File: src/rtl/aqua_pkg.sv
// Shared types for the memory-port arbiter: FSM states and the latched request record.
package aqua_pkg;

  localparam int unsigned AQUA_ADDR_W = 32;
  localparam int unsigned AQUA_DATA_W = 32;
  localparam int unsigned AQUA_STRB_W = AQUA_DATA_W / 8;

  typedef enum logic [1:0] {
    IDLE   = 2'd0,
    SERVE0 = 2'd1,
    SERVE1 = 2'd2
  } arb_state_e;

  typedef struct packed {
    logic                   we;
    logic [AQUA_ADDR_W-1:0] addr;
    logic [AQUA_DATA_W-1:0] wdata;
    logic [AQUA_STRB_W-1:0] strb;
    logic [4:0]             rd;
  } mem_req_t;

  function automatic mem_req_t make_req(
    input logic                   we,
    input logic [AQUA_ADDR_W-1:0] addr,
    input logic [AQUA_DATA_W-1:0] wdata,
    input logic [AQUA_STRB_W-1:0] strb,
    input logic [4:0]             rd
  );
    mem_req_t r;
    r.we    = we;
    r.addr  = addr;
    r.wdata = wdata;
    r.strb  = strb;
    r.rd    = rd;
    return r;
  endfunction

endpackage

File: src/rtl/arb_watchdog.sv
// Ack watchdog: counts serving cycles without ack and flags a timeout on the
// TIMEOUT_CYCLES-th one. Only instantiated when MEM_ARB_TIMEOUT_EN is defined.
module arb_watchdog #(
  parameter int unsigned TIMEOUT_CYCLES = 64
) (
  input  logic i_clk,
  input  logic i_rst,
  input  logic i_active,
  input  logic i_ack,
  output logic o_timeout
);
  import aqua_pkg::*;

  localparam int unsigned CNT_W = $clog2(TIMEOUT_CYCLES) + 1;

  logic [CNT_W-1:0] cnt_q, cnt_d;

  // An ack in the terminal cycle wins over the timeout.
  assign o_timeout = i_active && !i_ack && (cnt_q == CNT_W'(TIMEOUT_CYCLES - 1));

  always_comb begin
    cnt_d = cnt_q + CNT_W'(1);
    if (!i_active || i_ack || o_timeout) begin
      cnt_d = '0;
    end
  end

  always_ff @(posedge i_clk) begin
    if (i_rst) begin
      cnt_q <= '0;
    end else begin
      cnt_q <= cnt_d;
    end
  end

endmodule

File: src/rtl/mem_port_arbiter.sv
// Two-lane to single-port memory arbiter; lane 0 always served first.
// Optional ack watchdog enabled by defining MEM_ARB_TIMEOUT_EN.
//
// state  | meaning
// IDLE   | ready; latches both lanes when either is valid
// SERVE0 | driving slot 0 on the memory port until ack/timeout
// SERVE1 | driving slot 1 on the memory port until ack/timeout
module mem_port_arbiter #(
  parameter int unsigned ADDR_W         = 32,
  parameter int unsigned DATA_W         = 32,
  parameter int unsigned TIMEOUT_CYCLES = 64
) (
  input  logic                i_clk,
  input  logic                i_rst,
  input  logic                i_req_valid_0,
  input  logic                i_req_we_0,
  input  logic [ADDR_W-1:0]   i_req_addr_0,
  input  logic [DATA_W-1:0]   i_req_wdata_0,
  input  logic [DATA_W/8-1:0] i_req_strb_0,
  input  logic [4:0]          i_req_rd_0,
  input  logic                i_req_valid_1,
  input  logic                i_req_we_1,
  input  logic [ADDR_W-1:0]   i_req_addr_1,
  input  logic [DATA_W-1:0]   i_req_wdata_1,
  input  logic [DATA_W/8-1:0] i_req_strb_1,
  input  logic [4:0]          i_req_rd_1,
  output logic                o_arb_ready,
  output logic                o_mem_req,
  output logic                o_mem_we,
  output logic [ADDR_W-1:0]   o_mem_addr,
  output logic [DATA_W-1:0]   o_mem_wdata,
  output logic [DATA_W/8-1:0] o_mem_strb,
  input  logic                i_mem_ack,
  input  logic [DATA_W-1:0]   i_mem_rdata,
  output logic                o_rsp_valid,
  output logic                o_rsp_lane,
  output logic [4:0]          o_rsp_rd,
  output logic [DATA_W-1:0]   o_rsp_rdata,
  output logic                o_rsp_err
);
  import aqua_pkg::*;

  arb_state_e state_q, state_d;
  logic       pend0_q, pend0_d, pend1_q, pend1_d;
  mem_req_t   slot0_q, slot0_d, slot1_q, slot1_d;
  mem_req_t   cur;
  logic       serve1;
  logic       mem_req;
  logic       tmo;
  logic       done;

  logic              rsp_valid_q, rsp_valid_d;
  logic              rsp_lane_q, rsp_lane_d;
  logic [4:0]        rsp_rd_q, rsp_rd_d;
  logic [DATA_W-1:0] rsp_rdata_q, rsp_rdata_d;

  assign serve1  = (state_q == SERVE1);
  assign cur     = serve1 ? slot1_q : slot0_q;
  // Only a pending slot may reach the port, even if the state were to disagree.
  assign mem_req = ((state_q == SERVE0) && pend0_q) || (serve1 && pend1_q);
  assign done    = mem_req && (i_mem_ack || tmo);

`ifdef MEM_ARB_TIMEOUT_EN
  logic rsp_err_q, rsp_err_d;

  arb_watchdog #(
    .TIMEOUT_CYCLES(TIMEOUT_CYCLES)
  ) u_watchdog (
    .i_clk     (i_clk),
    .i_rst     (i_rst),
    .i_active  (mem_req),
    .i_ack     (i_mem_ack),
    .o_timeout (tmo)
  );

  always_comb begin
    rsp_err_d = 1'b0;
    if (done) begin
      rsp_err_d = !i_mem_ack;
    end
  end

  always_ff @(posedge i_clk) begin
    if (i_rst) begin
      rsp_err_q <= 1'b0;
    end else begin
      rsp_err_q <= rsp_err_d;
    end
  end

  assign o_rsp_err = rsp_err_q;
`else
  assign tmo       = 1'b0;
  assign o_rsp_err = 1'b0;
`endif

  always_comb begin
    state_d     = state_q;
    pend0_d     = pend0_q;
    pend1_d     = pend1_q;
    slot0_d     = slot0_q;
    slot1_d     = slot1_q;
    rsp_valid_d = 1'b0;
    rsp_lane_d  = 1'b0;
    rsp_rd_d    = '0;
    rsp_rdata_d = '0;
    case (state_q)
      IDLE: begin
        if (i_req_valid_0 || i_req_valid_1) begin
          slot0_d = make_req(i_req_we_0, i_req_addr_0, i_req_wdata_0, i_req_strb_0, i_req_rd_0);
          slot1_d = make_req(i_req_we_1, i_req_addr_1, i_req_wdata_1, i_req_strb_1, i_req_rd_1);
          pend0_d = i_req_valid_0;
          pend1_d = i_req_valid_1;
          state_d = i_req_valid_0 ? SERVE0 : SERVE1;
        end
      end
      SERVE0, SERVE1: begin
        if (done) begin
          rsp_valid_d = 1'b1;
          rsp_lane_d  = serve1;
          rsp_rd_d    = cur.rd;
          // Stores and timed-out accesses return zero data.
          rsp_rdata_d = (cur.we || !i_mem_ack) ? '0 : i_mem_rdata;
          if (serve1) begin
            pend1_d = 1'b0;
            state_d = IDLE;
          end else begin
            pend0_d = 1'b0;
            state_d = pend1_q ? SERVE1 : IDLE;
          end
        end
      end
      default: begin
        state_d = IDLE;
        pend0_d = 1'b0;
        pend1_d = 1'b0;
      end
    endcase
  end

  always_ff @(posedge i_clk) begin
    if (i_rst) begin
      state_q     <= IDLE;
      pend0_q     <= 1'b0;
      pend1_q     <= 1'b0;
      rsp_valid_q <= 1'b0;
      rsp_lane_q  <= 1'b0;
      rsp_rd_q    <= '0;
      rsp_rdata_q <= '0;
    end else begin
      state_q     <= state_d;
      pend0_q     <= pend0_d;
      pend1_q     <= pend1_d;
      rsp_valid_q <= rsp_valid_d;
      rsp_lane_q  <= rsp_lane_d;
      rsp_rd_q    <= rsp_rd_d;
      rsp_rdata_q <= rsp_rdata_d;
    end
  end

  // Slot payloads are qualified by the pending flags and need no reset.
  always_ff @(posedge i_clk) begin
    slot0_q <= slot0_d;
    slot1_q <= slot1_d;
  end

  assign o_arb_ready = (state_q == IDLE);
  assign o_mem_req   = mem_req;
  assign o_mem_we    = cur.we;
  assign o_mem_addr  = cur.addr[ADDR_W-1:0];
  assign o_mem_wdata = cur.wdata[DATA_W-1:0];
  assign o_mem_strb  = cur.strb[DATA_W/8-1:0];
  assign o_rsp_valid = rsp_valid_q;
  assign o_rsp_lane  = rsp_lane_q;
  assign o_rsp_rd    = rsp_rd_q;
  assign o_rsp_rdata = rsp_rdata_q;

endmodule

File: config.mk
export PLATFORM = sky130hd
export DESIGN_NAME = mem_port_arbiter
export DESIGN_NICKNAME = d
export VERILOG_FILES = /design/src/rtl/aqua_pkg.sv /design/src/rtl/arb_watchdog.sv /design/src/rtl/mem_port_arbiter.sv
export SDC_FILE = /design/constraint.sdc
export NUM_CORES = 1
export LEC_CHECK = 0
export BUFFER_PORTS_ARGS = -buffer_cell sky130_fd_sc_hd__buf_2
export CAP_MARGIN = 20
export CORE_ASPECT_RATIO = 1.4
export CORE_UTILIZATION = 35
export CTS_CLUSTER_SIZE = 25
export DETAILED_ROUTE_END_ITERATION = 8
export PLACE_DENSITY_LB_ADDON = 0.15
export SETUP_SLACK_MARGIN = 0.05
export SLEW_MARGIN = 30
export SYNTH_ARGS = -nofsm -noshare
export SYNTH_HDL_FRONTEND = slang
export SYNTH_SLANG_ARGS = --single-unit
File: constraint.sdc
create_clock -name i_clk -period 4.7 [get_ports i_clk]
set_clock_uncertainty 0.1 [all_clocks]
set_input_delay 0 -clock i_clk [delete_from_list [all_inputs] [get_ports i_clk]]
set_output_delay 0 -clock i_clk [all_outputs]
set_load 0.01 [all_outputs]
==> flow_metrics.tcl, run 1 <==
set metrics [dict create \
    yosys.area.top_type "edfxtp_1" \
    syn_inst 424 \
    firstError "[ERROR RSZ-0060] Max buffer count reached." \
    die-width_um 124 \
    status "stopped before the end" \
    dpl_cell_area_um2 8500 \
    synthDominantCellAreaShare 0.614 \
    cts_buffers 17 \
    h-tree-depth 4 \
    chipHeight_um 172 \
    io_pins 296 \
    seq_area_frac_synth 0.733 \
    synthArstFlopShare 0 \
    cts_sinks 191 \
    fp-row-count 61 \
    haltStage "clock tree synthesis (4_1_cts)" \
    cts_root_buf "clkbuf_16" \
    syn-cell-area_um2 7240 \
    hold_buffers 185 \
    ys.warnings.count 0 \
    netlist-cell-type-count 33 \
    cts_setup_buffers 0 \
    start_util 0.361 \
    synth_edf_count 148 \
    ys_seq_elements 191 \
    cts-resized-gates 0 \
    synth.area.top_cells "edfxtp_1, dfxtp_1, mux2_2, buf_4, and2_1" \
    synthFlopType "edfxtp_1" \
    hpwlAfterDp_um 11100 \
    synth_area_per_cell_um2 17.1 \
    clock_path_buffers 2 \
    place_congestion 0.737 \
    numPortBuffers 294 \
    syn_nets 614 \
]
==> Yosys cell counts, types with 2 or more instances <==
| cell | count |
|---|---|
| and2_1 | 32 |
| mux2_2 | 68 |
| clkbuf_1 | 4 |
| buf_4 | 69 |
| nand3b_1 | 2 |
| dfxtp_1 | 43 |
| nor2_1 | 7 |
| buf_2 | 5 |
| edfxtp_1 | 148 |
| clkbuf_2 | 3 |
| mux2i_1 | 7 |
| ha_1 | 5 |
| nand2b_1 | 4 |
| inv_1 | 8 |
==> through the flow <==
stage / hold slack [ns] / cells / setup WS [ns]
2_1_floorplan: -0.0213 / 424 / 1.52
3_3_place_gp: 0.0783 / 890 / 2.03
3_5_place_dp: 0.0782 / 891 / 2.08
==> kinds of logic after synthesis <==
kind of cell	Yosys count	share of synthesized area
other	1	0.000518
and+or+nand+nor	50	0.0437
AOI/OAI and AO/OA	11	0.0118
adders and majority gates	5	0.00864
DFF	191	0.733
buffers and inverters	90	0.0849
muxes	76	0.118
==> run 2: changes to the inputs <==
CORE_ASPECT_RATIO = not set   (was 1.4)
CORE_UTILIZATION = 20   (was 35)
CTS_CLUSTER_SIZE = not set   (was 25)
SETUP_SLACK_MARGIN = not set   (was 0.05)
clock period = 6.1 ns   (was 4.7 ns; I/O delays follow)
==> flow_metrics.tcl, run 2 <==
set metrics [dict create \
    layout-drive-gt1-share 0.456 \
    syn2layout_area_growth_pct 55.9 \
    final-setup-viol-count 0 \
    worstSetupEndpointType "flop" \
    seq_area_um2 5310 \
    power.density_nw_per_um2 361 \
    via_per_inst 3.61 \
    hold_end "slot0_q[4]$_DFFE_PP_" \
    peakVddDrop_mv 0.187 \
    synth.area.top_cells "edfxtp_1, dfxtp_1, mux2_2, buf_4, and2_1" \
    netlist-cell-type-count 33 \
    wire_per_inst_um 13.2 \
    first_pass_iters 4 \
    synth_edf_count 148 \
    antenna_left 0 \
    cts-resized-gates 0 \
    h-tree-depth 4 \
    synth_common_cells "edfxtp_1, buf_4, mux2_2" \
    layout_common_cells "buf_2, dlygate4sd3_1, edfxtp_1" \
    cts.clk_slew.worst_paths_ns 0.07 \
    max_freq_ghz 0.319 \
    nNetsFinal 1046 \
    diodes 0 \
    crit_path_start_kind "flop" \
    grt_max_degree 75 \
    synth.most_common_cell "edfxtp_1" \
    max_cap_violations 0 \
    final_hold_viol_count 0 \
    cts_sinks 191 \
    cts_tree "done" \
    numPortBuffers 294 \
    r2r-end "pend1_q$_SDFFE_PP0P_" \
    dr_wl_met3_um 1190 \
    min_period_ns 3.13 \
    multi_input_area_um2 1340 \
    syn-cell-area_um2 7240 \
    syn_nets 614 \
    grt_pass1_vias 5262 \
    cp_data_arrival_time_ns 3.41 \
    yosys.area.top_type "edfxtp_1" \
    clock_path_buffers 2 \
    place_congestion 0.706 \
    grt_use_total 0.0945 \
    r2r_start "state_q[0]$_SDFFE_PP0P_" \
    hold_path.class "in2reg" \
    final_max_slew_viol_count 0 \
    power_mw 4.07 \
    worst-path-max-fanout 57 \
    worst-setup-path-type "reg2reg" \
    fillers 3596 \
    drc_errors 0 \
    overflow 0 \
    grt_pass1_wl_um 26200 \
    cts_setup_buffers 0 \
    start_util 0.203 \
    synthDominantCellAreaShare 0.614 \
    die-width_um 192 \
    hold-path-cell-count 2 \
    die_area_um2 37000 \
    io_pins 296 \
    slew_headroom 0.433 \
    drt_iter0_drc 83 \
    wl_met2_um 9120 \
    routed.top_layer "met4" \
    required_ns 6.38 \
    cts_buffers 17 \
    synth_area_per_cell_um2 17.1 \
    drt-total-wl_um 17600 \
    grt_antenna_before_repair 0 \
    seq_area_frac_synth 0.733 \
    rrSetupSlack_ns 2.97 \
    hp-start "i_req_valid_1" \
    core_um2 35600 \
    hpwlAfterDp_um 11600 \
    syn_inst 424 \
    synthArstFlopShare 0 \
    cts_root_buf "clkbuf_16" \
    fp-row-count 69 \
    final_common_cell "buf_2" \
    rsz0062_at_grt "no" \
    num_vias 4794 \
    tightest_slew_ns 0.850 \
    met1_length_um 6950 \
    rr_worst_depth 7 \
    status "finished, final reports clean" \
    p_leak_nw 4.68 \
    chipHeight_um 192 \
    ys.warnings.count 0 \
    clk_latency_ns 0.43 \
    synthFlopType "edfxtp_1" \
    finalSetupTns_ns 0 \
    ys_seq_elements 191 \
    finalCritPeriodShare 0.513 \
]
## run 2: cell counts after synthesis
Identical to the previous run, type by type.
## run 2: critical path, stage by stage, from the launching register on
cell and delay (ns):
dfxtp_1 0.33, inv_1 0.17, ha_4 0.40, buf_4 0.69, and4_1 0.31, o211ai_1 0.08, a221oi_1 0.29, dlygate4sd3_1 0.57
## run 2: through the flow
step                worst slack, ns   util  std cells  hold WS [ns]  area [µm²]
finish                         2.97  0.317       1329        0.0678       11300
floorplan                      1.40      -        424       -0.0213        7240
global route                   2.81  0.317       1329        0.0503       11300
detailed placement             3.47  0.246       1101        0.0781        8750
CTS                            2.93  0.317       1329        0.0449       11300
global placement               3.50  0.246       1100        0.0765        8740
## run 2: per-layer routing
metal | GRT usage | up-vias
met5 | 0 | -
met4 | 0.0412 | 0
met3 | 0.0356 | 23
met2 | 0.171 | 173
met1 | 0.0964 | 2285
li1 | - | 2313
## run 2: worst max-delay path by stage
stage,from,to,cells after the start
2_1_floorplan,state_q[0]$_SDFFE_PP0P_,slot0_q[0]$_DFFE_PP_,3
4_1_cts,state_q[0]$_SDFFE_PP0P_,pend1_q$_SDFFE_PP0P_,7
3_5_place_dp,state_q[0]$_SDFFE_PP0P_,pend1_q$_SDFFE_PP0P_,6
6_report,state_q[0]$_SDFFE_PP0P_,pend1_q$_SDFFE_PP0P_,7
5_1_grt,state_q[0]$_SDFFE_PP0P_,pend1_q$_SDFFE_PP0P_,7
3_3_place_gp,state_q[0]$_SDFFE_PP0P_,o_rsp_rdata[15]$_SDFF_PP0_,5
## run 2: area by class of cell
cell class / count / area share
Sequential cell: 191 / 0.470
Clock buffer: 25 / 0.0450
Inverter: 8 / 0.00266
Timing Repair Buffer: 495 / 0.308
Tap cell: 461 / 0.0511
Clock inverter: 6 / 0.00432
Multi-Input combinational cell: 143 / 0.119
## run 2: kinds of logic (layout without fill, tap and decap cells)
| logic type | after synthesis | after routing | share of synthesized area |
|---|---|---|---|
| adders and majority gates | 5 | 5 | 0.00864 |
| other | 1 | 1 | 0.000518 |
| and+or+nand+nor | 50 | 50 | 0.0437 |
| AOI/OAI and AO/OA | 11 | 11 | 0.0118 |
| muxes | 76 | 76 | 0.118 |
| buffers and inverters | 90 | 534 | 0.0849 |
| DFF | 191 | 191 | 0.733 |
## run 2: timing repair
action / in CTS / in global routing
endpoints found under the hold margin: 184 / 0
hold buffers: 197 / 0
setup endpoints to repair: 0 / 0
## run 2: report_power, final
group	internal (mW)	total, mW	switching, mW
Combinational	0.508	1.05	0.545
Clock	0.584	1.07	0.488
Sequential	1.85	1.94	0.0891
(Power assumes the default switching activity.)
